==> src/rtl/frame_bank_scheduler_if.sv <==
// Handshake/status bundle between capture, display timing and the frame bank scheduler.
// Pulses and levels only; no backpressure, every signal is sampled on clk27.
interface frame_bank_scheduler_if #(
    parameter int ADDR_W = 19,
    parameter int CNT_W  = 16
);
    logic              cam_sof;
    logic              cam_eof;
    logic              disp_vsync;
    logic              cam_wr_allow;
    logic [ADDR_W:0]   wr_base;
    logic [ADDR_W:0]   rd_base;
    logic              disp_valid;
    logic              swap_pulse;
    logic [CNT_W-1:0]  drop_cnt;
    logic [CNT_W-1:0]  repeat_cnt;
    logic [CNT_W-1:0]  abort_cnt;

    modport master (
        output cam_sof, cam_eof, disp_vsync,
        input  cam_wr_allow, wr_base, rd_base, disp_valid, swap_pulse,
               drop_cnt, repeat_cnt, abort_cnt
    );

    modport slave (
        input  cam_sof, cam_eof, disp_vsync,
        output cam_wr_allow, wr_base, rd_base, disp_valid, swap_pulse,
               drop_cnt, repeat_cnt, abort_cnt
    );
endinterface

==> src/rtl/frame_bank_scheduler.sv <==
// Ping-pong bank scheduler for camera capture vs 480p display; swaps only at vsync onset.
// Latency: all outputs registered, 1 cycle after the triggering pulse/edge.
// No backpressure: frames arriving with no free bank are dropped. Stats counters need FRAME_STATS_EN.
module frame_bank_scheduler #(
    parameter int ADDR_W = 19,
    parameter int CNT_W  = 16
) (
    input  logic                    clk27,
    input  logic                    reset,
    frame_bank_scheduler_if.slave   fb
);
    typedef enum logic [1:0] {WAIT_SOF, WRITE, FULL} state_t;

    state_t state, state_nx;
    logic   wr_bank, wr_bank_nx;
    logic   rd_bank, rd_bank_nx;
    logic   allow_q, allow_nx;
    logic   valid_q, valid_nx;
    logic   swap_q, swap_nx;
    logic   vsync_q;
    logic   vs_fall;
    logic   do_swap;
    logic   inc_drop, inc_repeat, inc_abort;

    assign vs_fall = vsync_q & ~fb.disp_vsync;

    always_comb begin
        state_nx   = state;
        wr_bank_nx = wr_bank;
        rd_bank_nx = rd_bank;
        valid_nx   = valid_q;
        swap_nx    = 1'b0;
        do_swap    = 1'b0;
        inc_drop   = 1'b0;
        inc_repeat = 1'b0;
        inc_abort  = 1'b0;

        case (state)
            WAIT_SOF: begin
                inc_repeat = vs_fall;
                if (fb.cam_sof)
                    state_nx = WRITE;
            end
            WRITE: begin
                // eof wins over a coincident sof; eof with vsync onset swaps straight away
                if (fb.cam_eof) begin
                    if (vs_fall) begin
                        do_swap  = 1'b1;
                        state_nx = WAIT_SOF;
                    end else begin
                        state_nx = FULL;
                    end
                end else begin
                    inc_abort  = fb.cam_sof;
                    inc_repeat = vs_fall;
                end
            end
            FULL: begin
                if (vs_fall) begin
                    do_swap  = 1'b1;
                    state_nx = fb.cam_sof ? WRITE : WAIT_SOF;
                end else begin
                    inc_drop = fb.cam_sof;
                end
            end
            default: state_nx = WAIT_SOF;
        endcase

        if (do_swap) begin
            rd_bank_nx = wr_bank;
            wr_bank_nx = ~wr_bank;
            valid_nx   = 1'b1;
            swap_nx    = 1'b1;
        end

        allow_nx = (state_nx == WRITE);
    end

    always_ff @(posedge clk27) begin
        if (reset) begin
            state   <= WAIT_SOF;
            wr_bank <= 1'b0;
            rd_bank <= 1'b1;
            allow_q <= 1'b0;
            valid_q <= 1'b0;
            swap_q  <= 1'b0;
            vsync_q <= 1'b1;
        end else begin
            state   <= state_nx;
            wr_bank <= wr_bank_nx;
            rd_bank <= rd_bank_nx;
            allow_q <= allow_nx;
            valid_q <= valid_nx;
            swap_q  <= swap_nx;
            vsync_q <= fb.disp_vsync;
        end
    end

    assign fb.cam_wr_allow = allow_q;
    assign fb.wr_base      = {wr_bank, {ADDR_W{1'b0}}};
    assign fb.rd_base      = {rd_bank, {ADDR_W{1'b0}}};
    assign fb.disp_valid   = valid_q;
    assign fb.swap_pulse   = swap_q;

`ifdef FRAME_STATS_EN
    logic [CNT_W-1:0] drop_q, repeat_q, abort_q;

    // saturating: hold at all-ones instead of wrapping
    always_ff @(posedge clk27) begin
        if (reset) begin
            drop_q   <= '0;
            repeat_q <= '0;
            abort_q  <= '0;
        end else begin
            if (inc_drop && !(&drop_q))
                drop_q <= drop_q + 1'b1;
            if (inc_repeat && !(&repeat_q))
                repeat_q <= repeat_q + 1'b1;
            if (inc_abort && !(&abort_q))
                abort_q <= abort_q + 1'b1;
        end
    end

    assign fb.drop_cnt   = drop_q;
    assign fb.repeat_cnt = repeat_q;
    assign fb.abort_cnt  = abort_q;
`else
    logic unused_stats;
    assign unused_stats  = inc_drop ^ inc_repeat ^ inc_abort;
    assign fb.drop_cnt   = '0;
    assign fb.repeat_cnt = '0;
    assign fb.abort_cnt  = '0;
`endif
endmodule

==> src/flat_wrapper.sv <==
// flat-port wrapper written by rule: the top's interface ports become plain ports
module frame_bank_scheduler_flat 
#(
    parameter int ADDR_W = 19,
    parameter int CNT_W  = 16
)
  (clk27, reset, fb_cam_sof, fb_cam_eof, fb_disp_vsync, fb_cam_wr_allow, fb_wr_base, fb_rd_base, fb_disp_valid, fb_swap_pulse, fb_drop_cnt, fb_repeat_cnt, fb_abort_cnt);
  frame_bank_scheduler_if #(.ADDR_W(ADDR_W), .CNT_W(CNT_W)) fb_i ();
  input  logic clk27;
  input  logic reset;
  input wire logic [$bits(fb_i.cam_sof)-1:0] fb_cam_sof;
  input wire logic [$bits(fb_i.cam_eof)-1:0] fb_cam_eof;
  input wire logic [$bits(fb_i.disp_vsync)-1:0] fb_disp_vsync;
  output wire logic [$bits(fb_i.cam_wr_allow)-1:0] fb_cam_wr_allow;
  output wire logic [$bits(fb_i.wr_base)-1:0] fb_wr_base;
  output wire logic [$bits(fb_i.rd_base)-1:0] fb_rd_base;
  output wire logic [$bits(fb_i.disp_valid)-1:0] fb_disp_valid;
  output wire logic [$bits(fb_i.swap_pulse)-1:0] fb_swap_pulse;
  output wire logic [$bits(fb_i.drop_cnt)-1:0] fb_drop_cnt;
  output wire logic [$bits(fb_i.repeat_cnt)-1:0] fb_repeat_cnt;
  output wire logic [$bits(fb_i.abort_cnt)-1:0] fb_abort_cnt;
  assign fb_i.cam_sof = fb_cam_sof;
  assign fb_i.cam_eof = fb_cam_eof;
  assign fb_i.disp_vsync = fb_disp_vsync;
  assign fb_cam_wr_allow = fb_i.cam_wr_allow;
  assign fb_wr_base = fb_i.wr_base;
  assign fb_rd_base = fb_i.rd_base;
  assign fb_disp_valid = fb_i.disp_valid;
  assign fb_swap_pulse = fb_i.swap_pulse;
  assign fb_drop_cnt = fb_i.drop_cnt;
  assign fb_repeat_cnt = fb_i.repeat_cnt;
  assign fb_abort_cnt = fb_i.abort_cnt;
  frame_bank_scheduler #(.ADDR_W(ADDR_W), .CNT_W(CNT_W)) u_core (.clk27(clk27), .reset(reset), .fb(fb_i));
endmodule
==> config.mk <==
export PLATFORM = sky130hd
export DESIGN_NAME = frame_bank_scheduler_flat
export DESIGN_NICKNAME = d
export VERILOG_FILES = /design/src/rtl/frame_bank_scheduler_if.sv /design/src/rtl/frame_bank_scheduler.sv /design/src/flat_wrapper.sv
export SDC_FILE = /design/constraint.sdc
export NUM_CORES = 1
export LEC_CHECK = 0
export ABC_AREA = 1
export CAP_MARGIN = 20
export CELL_PAD_IN_SITES_DETAIL_PLACEMENT = 0
export CELL_PAD_IN_SITES_GLOBAL_PLACEMENT = 2
export CORE_ASPECT_RATIO = 1.4
export CORE_UTILIZATION = 26
export DETAILED_ROUTE_END_ITERATION = 16
export DONT_BUFFER_PORTS = 1
export MAX_ROUTING_LAYER = met4
export PLACE_DENSITY = 0.8
export SLEW_MARGIN = 20
export SYNTH_ARGS = -nofsm -noshare
export SYNTH_HDL_FRONTEND = slang
export SYNTH_SLANG_ARGS = --single-unit
==> constraint.sdc <==
create_clock -name clk27 -period 1.1 [get_ports clk27]
set_input_delay 0.22 -clock clk27 [delete_from_list [all_inputs] [get_ports clk27]]
set_output_delay 0.22 -clock clk27 [all_outputs]
set_load 0.1 [all_outputs]
==> implementation parameters, run 1 <==
Parameter                              Value

CTS
  H-tree Lvls ... 1
  # hold bufs at CTS ... 0
  Clock Tree Root ... clkbuf_8
  Clock transition at path regs ... approximately 0.040 ns
  TritonCTS clock tree ... yes
  Worst skew pair latency ... about 0.23 ns
  CTS sink count ... 8
  Number of buffers inserted during clock tree synthesis ... 3
  Clk buf depth ... 2

Logic synthesis
  Post-synthesis sequential element count ... 8
  Warnings from Yosys ... 0
  Number of distinct standard cells referenced by the synthesized netlist ... 16
  Area of the mapped netlist ... between 1000 and 1500 µm²
  Post-Syn Area per Cell ... roughly 7.5 µm²
  Gate count after technology mapping ... 143
  Mux share of post-synthesis cell area ... 0%
  Adder and majority gate portion of the synthesized area ... under 10%
  Main combinational cell family by area after synthesis ... buffers and inverters
  Sequential element share of the synthesized area ... between 10% and 20%
  Share of the synthesized netlist area taken by xor and xnor gates ... 0%
  Fraction of the mapped netlist area in simple logic gates ... 12.5%
  Compound-cell area share of the yosys netlist ... approximately 3.0%

Detailed routing
  Detailed Routing Iterations Pass 1 ... 3
  Average via count per standard cell ... around 3.1
  Residual DRC count ... 0
  Average wire per cell in the routed design ... ~6.6 µm
  DRT Wirelength ... between 1 and 1.5 mm
  First DRT Iteration DRCs ... 4
  Vias post-DR ... a little under 600
  Post-route ant nets ... 0

Floorplanning
  Standard-cell row count ... 27
  Chip height ... just under 80 µm
  Die Width ... approximately 56 µm
  Total die area ... ~4400 µm²
  Initial Util ... 27.2%
  Number of placed I/O pins ... between 90 and 100
  Core box area ... ~4000 µm²

Placement
  # placed instances ... around 190
  Final Wtd Congestion ... 0.664
  Port bufs ... 0
  Pre-CTS setup slack ... -0.135 ns
  HPWL after detailed placement ... roughly 1.1 mm

Layout
  Area Growth Syn to Fin ... -5.24%
  Number of standard cells in the layout, taps in and fillers out ... between 150 and 200
  Fraction of final layout cells with drive strength greater than 1 ... around 23%
  Count of nets after finishing ... 162
  Most frequent standard cell in the layout excluding fill and tap cells ... conb_1
  Number of antenna diodes ... 0
  Number of fill cells ... approximately 440
  Most frequent cells in the layout ... conb_1 (86), nand2_1 (12), inv_1 (5), nor2_1 (5), buf_12 (5)

Worst setup path
  Nature of the critical path endpoint ... flip-flop
  CP Class ... flip-flop to flip-flop
  Worst path required time ... 1.22 ns
  CP arrival ... roughly 1.2 ns
  Largest fanout on the critical path ... 3
  Kind of launch point of the worst setup path ... flip-flop

Global route
  Overall track demand over capacity in global routing ... 6.24%
  Pin count of the biggest net entering global routing ... 6
  First-pass GRT wire length ... 1.94 mm
  Vias in the first global route ... around 440
  Antenna violations before repair ... 0
  GRT Residual Overflow ... 0

Power and ir drop
  Post-layout total power ... approximately 2.2 mW
  Pleak ... between 0.5 and 0.6 nW
  Max VDD drop ... around 0.00084 V
  Total power per unit cell area ... ~2200 nW/µm²

STA
  Min Clock Period, post-route ... 1.11 ns
  Hold slack final ... 0.0427 ns
  Ratio of final minimum period to clock period ... 101%
  Final TNS setup ... -0.00585 ns
  Largest clock skew in the final design ... roughly 0.0037 ns
  Setup Viol. Count Final ... 1
  Minimum setup slack in the final design ... -0.00585 ns
  Max Freq ... between 900 and 1000 MHz
  Total count of hold-check failures in the final report ... 0
  Max-slew violation total from the final report ... 0
  Setup repair after global routing missed its margin ... true

Job
  # Max-Cap Violations ... 0

Status
  Status ... finished with violations
  Violations in the final reports ... setup timing

Worst hold path
  Class of the tightest hold or removal check ... input pin to flip-flop
==> per-layer routing <==
metal	vias to the layer above	routed length [µm]	GRT usage, %	share of wire, %
li1	276	-	-	-
met3	2	135	2.31	11
met5	-	0	-	0
met4	0	17	5.12	1.3
met1	268	361	4.92	28
met2	49	760	11.2	60
==> cell families after synthesis <==
logic type,Yosys count
compound gates,5
fa+ha+maj,4
buf+inv,97
flops,8
other cells,1
simple gates,28
==> power breakdown <==
| group | switching, mW | internal [mW] |
|---|---|---|
| Combinational | 1.42 | 0.0926 |
| Clock | 0.113 | 0.237 |
| Sequential | 0.0244 | 0.312 |
==> worst paths after layout <==
path                   start              end  slack, ns  depth (start not counted)
min                    reset   u_core.wr_bank       0.04                          1
min reg2reg   u_core.wr_bank   u_core.wr_bank       0.50                          2
max          u_core.state[0]  u_core.state[0]     -0.006                          8
max reg2reg  u_core.state[0]  u_core.state[0]     -0.006                          8
==> timing repair <==
action / in CTS / in global routing
gates cloned: 0 / 0
gates resized for setup: 17 / 3
pin swaps: 3 / 1
setup endpoints to repair: 7 / 8
buffers inserted: 0 / 0
==> cell type report <==
type	instances	area, µm²	area share (%)
multi-input cells	123	589	57.9
flip-flops and latches	8	173	17.0
repair buffers	8	123	12.0
well taps	43	53.8	5.28
clock buffers	3	41.3	4.05
inverters	9	38.8	3.81
==> worst max-delay path, cell delays in order, from the launching register on <==
cell and delay, ns:
dfxtp_4 0.38, inv_4 0.05, ha_2 0.17, inv_2 0.07, nand2_1 0.06, nor2_1 0.08, nand2_1 0.06, nand3_2 0.08
inv_1 0.05
==> Yosys cell counts <==
| master | instances | area (µm²) |
|---|---|---|
| conb_1 | 1 | 3.75 |
| dfxtp_1 | 8 | 160 |
| o21ai_1 | 1 | 5.00 |
| buf_4 | 88 | 661 |
| inv_2 | 1 | 3.75 |
| nand3_2 | 2 | 20.0 |
| nand2_2 | 3 | 18.8 |
| inv_1 | 8 | 30.0 |
| a21oi_1 | 2 | 10.0 |
| nor2_2 | 1 | 6.26 |
| nand3_1 | 3 | 15.0 |
| nor2_1 | 5 | 18.8 |
| o21ai_2 | 2 | 17.5 |
| nand4_1 | 1 | 6.26 |
| ha_1 | 4 | 50.1 |
| nand2_1 | 13 | 48.8 |
==> registers in the layout (all words and copies together) (netlist names) <==
name                    cells
u_core.rd_bank              1
u_core.wr_bank              1
u_core.fb.cam_wr_allow      1
u_core.fb.swap_pulse        1
u_core.vsync_q              1
u_core.state                2
u_core.fb.disp_valid        1
==> per-stage QoR <==
step	util, %	instance area, µm²
global placement	23.1	913
floorplan	-	1400
detailed placement	23.1	913
global route	25.8	1020
finish	25.8	1020
CTS	25.5	1010
(Power assumes the default switching activity.)
==> inputs of run 2 (changes only) <==
--- a/config.mk
+++ b/config.mk
@@ -10,11 +10,11 @@
 export CELL_PAD_IN_SITES_DETAIL_PLACEMENT = 0
 export CELL_PAD_IN_SITES_GLOBAL_PLACEMENT = 2
 export CORE_ASPECT_RATIO = 1.4
-export CORE_UTILIZATION = 26
+export CORE_UTILIZATION = 29
 export DETAILED_ROUTE_END_ITERATION = 16
 export DONT_BUFFER_PORTS = 1
 export MAX_ROUTING_LAYER = met4
-export PLACE_DENSITY = 0.8
+export PLACE_DENSITY = 0.84
 export SLEW_MARGIN = 20
 export SYNTH_ARGS = -nofsm -noshare
 export SYNTH_HDL_FRONTEND = slang
==> constraint.sdc (replaced) <==
create_clock -name clk27 -period 1.2 [get_ports clk27]
set_input_delay 0.24 -clock clk27 [delete_from_list [all_inputs] [get_ports clk27]]
set_output_delay 0.24 -clock clk27 [all_outputs]
set_load 0.1 [all_outputs]
==> run 2 against run 1 <==
Effect of this change: the flow now finishes without violations; sequential cell count unchanged; clock power down 9.1%; wire length down 7.5%; core utilization up 1.8 points; clock skew down 0.0028 ns; global-route usage down 0.97 points; first-iteration DRC count down 25%; sequential power down 10%; critical endpoint unchanged.
==> implementation parameters, run 2 (synthesis results as in run 1) <==
Parameter                              Value

Power and ir drop
  Post-layout total power ... 1.98 mW (was 2.20 mW)
  Max VDD drop ... 0.000975 V (was 0.000845 V)
  Total power per unit cell area ... 2070 nW/µm² (was 2160 nW/µm²)
  Pleak ... 0.558 nW (was 0.582 nW)

CTS
  Worst skew pair latency ... 0.22 ns (was 0.23 ns)
  Clock transition at path regs ... 0.04 ns (about the same)
  Number of buffers inserted during clock tree synthesis ... 3 (unchanged)
  # hold bufs at CTS ... 0 (unchanged)
  Clk buf depth ... 2 (unchanged)
  TritonCTS clock tree ... yes (unchanged)
  H-tree Lvls ... 1 (unchanged)
  CTS sink count ... 8 (unchanged)
  Clock Tree Root ... clkbuf_8 (unchanged)

Global route
  GRT Residual Overflow ... 0 (unchanged)
  Vias in the first global route ... 339 (was 437)
  First-pass GRT wire length ... 1.43 mm (was 1.94 mm)
  Met3 capacity usage during global routing ... 2.04% (was 2.31%)
  Pin count of the biggest net entering global routing ... 6 (unchanged)
  Antenna violations before repair ... 0 (unchanged)
  Met1 track demand over resource ... 5.49% (was 4.92%)
  Global routing usage on met2 ... 7.64% (was 11.2%)
  Busiest layer in global routing ... met2 (unchanged)
  Overall track demand over capacity in global routing ... 5.27% (was 6.24%)

Status
  Status ... completed (was finished with violations)

Worst setup path
  Largest fanout on the critical path ... 3 (unchanged)
  Cell with the largest stage delay on the worst path ... dfxtp_2 (was dfxtp_4)
  Longest individual stage delay on the worst path ... 0.35 ns (was 0.38 ns)
  Kind of launch point of the worst setup path ... flip-flop (unchanged)
  Nature of the critical path endpoint ... flip-flop (unchanged)
  Crit path cell chain ... inv_2 > ha_1 > inv_2 > nand2_1 > nor2_1 > nand2_1 > nand3_2 > inv_1 (was inv_4 > ha_2 > inv_2 > nand2_1 > nor2_1 > nand2_1 > nand3_2 > inv_1)
  Reg-to-reg startpoint ... u_core.state[0] (unchanged)
  CP arrival ... 1.24 ns (was 1.22 ns)
  Worst path required time ... 1.32 ns (was 1.22 ns)
  CP Class ... flip-flop to flip-flop (unchanged)
  Start point of the critical path ... u_core.state[0] (unchanged)

Layout
  Flip-flop count of the largest register after layout ... 2 (unchanged)
  Register with the most flip-flops ... u_core.state (unchanged)
  Most frequent cells in the layout ... conb_1 (86), nand2_1 (13), dfxtp_1 (6) (was conb_1 (86), nand2_1 (12), inv_1 (5), nor2_1 (5), buf_12 (5))
  Number of fill cells ... 392 (was 441)
  Count of nets after finishing ... 161 (was 162)
  Most frequent standard cell in the layout excluding fill and tap cells ... conb_1 (unchanged)
  Fraction of final layout cells with drive strength greater than 1 ... 17.3% (was 23.2%)
  Number of antenna diodes ... 0 (unchanged)
  Area Growth Syn to Fin ... -10.9% (was -5.24%)

Placement
  Final Wtd Congestion ... 0.680 (was 0.664)
  Port bufs ... 0 (unchanged)
  Pre-CTS setup slack ... -0.0139 ns (was -0.135 ns)
  HPWL after detailed placement ... 1.03 mm (was 1.06 mm)

Floorplanning
  Chip height ... 74.0 µm (was 78.1 µm)
  Standard-cell row count ... 25 (was 27)
  Total die area ... 3960 µm² (was 4400 µm²)
  Core box area ... 3470 µm² (was 3950 µm²)
  Number of placed I/O pins ... 96 (unchanged)
  Die Width ... 53.5 µm (was 56.3 µm)
  Initial Util ... 31.0% (was 27.2%)

Worst hold path
  Min-Delay Startpoint ... reset (unchanged)
  Class of the tightest hold or removal check ... input pin to flip-flop (unchanged)

Detailed routing
  Vias post-DR ... 558 (was 595)
  DRT Wirelength ... 1.18 mm (was 1.27 mm)
  First DRT Iteration DRCs ... 3 (was 4)
  Residual DRC count ... 0 (unchanged)
  Average wire per cell in the routed design ... 6.21 µm (was 6.57 µm)
  Detailed Routing Iterations Pass 1 ... 2 (was 3)
  Average via count per standard cell ... 2.94 (was 3.07)
  Post-route ant nets ... 0 (unchanged)

STA
  Minimum setup slack in the final design ... 0.0752 ns (was -0.00585 ns)
  Total count of hold-check failures in the final report ... 0 (unchanged)
  Setup Viol. Count Final ... 0 (was 1)
  Largest clock skew in the final design ... 0.000990 ns (was 0.00374 ns)
  Max Freq ... 889 MHz (was 904 MHz)
  Max-slew violation total from the final report ... 0 (unchanged)
  Min Clock Period, post-route ... 1.12 ns (was 1.11 ns)
  Ratio of final minimum period to clock period ... 93.7% (was 101%)

Job
  # Max-Cap Violations ... 0 (unchanged)
[run 2: changes by cell type in the layout (fill, tap and decap cells not counted), moves of 2 or more]
cell	delta
dfxtp_1	+4
dfxtp_2	-2
dfxtp_4	-2
inv_2	+2
inv_4	-2
[run 2: stage by stage]
step | cells | hold slack [ns] | instance area, µm² | setup TNS [ns] | utilization, %
finish | 190 | 0.0787 | 957 | 0 | 27.6
global route | 190 | 0.0691 | 957 | -0.000103 | 27.6
CTS | 190 | 0.0733 | 942 | 0 | 27.1
detailed placement | 187 | 0.312 | 898 | -0.0282 | 25.9
global placement | 187 | 0.310 | 898 | -0.0107 | 25.9
floorplan | 228 | 0.309 | 1390 | 0 | -
[run 2: metal layers]
| metal | routed length, µm | share of wire [%] | vias up |
|---|---|---|---|
| met5 | 0 | 0 | - |
| met4 | 0 | 0 | 0 |
| met3 | 150 | 13 | 0 |
| met2 | 638 | 54 | 42 |
| met1 | 390 | 33 | 240 |
| li1 | - | - | 276 |
[run 2: area by class of cell]
class | instances | area [µm²] | area share [%]
multi-input combinational | 123 | 554 | 57.9
sequential | 8 | 163 | 17.0
timing repair buffer | 7 | 115 | 12.0
tap | 40 | 50.0 | 5.23
clock buffer | 3 | 41.3 | 4.31
inverter | 9 | 33.8 | 3.53
[run 2: what timing repair did]
action                     4_1_cts  5_1_grt
cloned                           0        0
buffers inserted                 0        0
hold endpoints to repair         0        0
resized for setup                1        7
setup endpoints to repair        3        5
[run 2: worst paths after layout]
path | slack (ns) | cells after the start | to
worst max-delay path | 0.08 | 8 | u_core.state[0]
worst max register to register | 0.08 | 8 | u_core.state[0]
worst min register to register | 0.50 | 2 | u_core.rd_bank
worst min-delay path | 0.08 | 1 | u_core.wr_bank
[run 2: critical path, delay by kind of cell (launching register included)]
family | cells | cell delay, ns
simple gates | 4 | 0.29
buf+inv | 3 | 0.18
flops | 1 | 0.35
fa+ha+maj | 1 | 0.20
[run 2: power breakdown]
part	leakage (nW)	switching, mW	internal (mW)
Sequential	0.0661	0.0162	0.285
Combinational	0.470	1.29	0.0738
Clock	0.0216	0.101	0.217
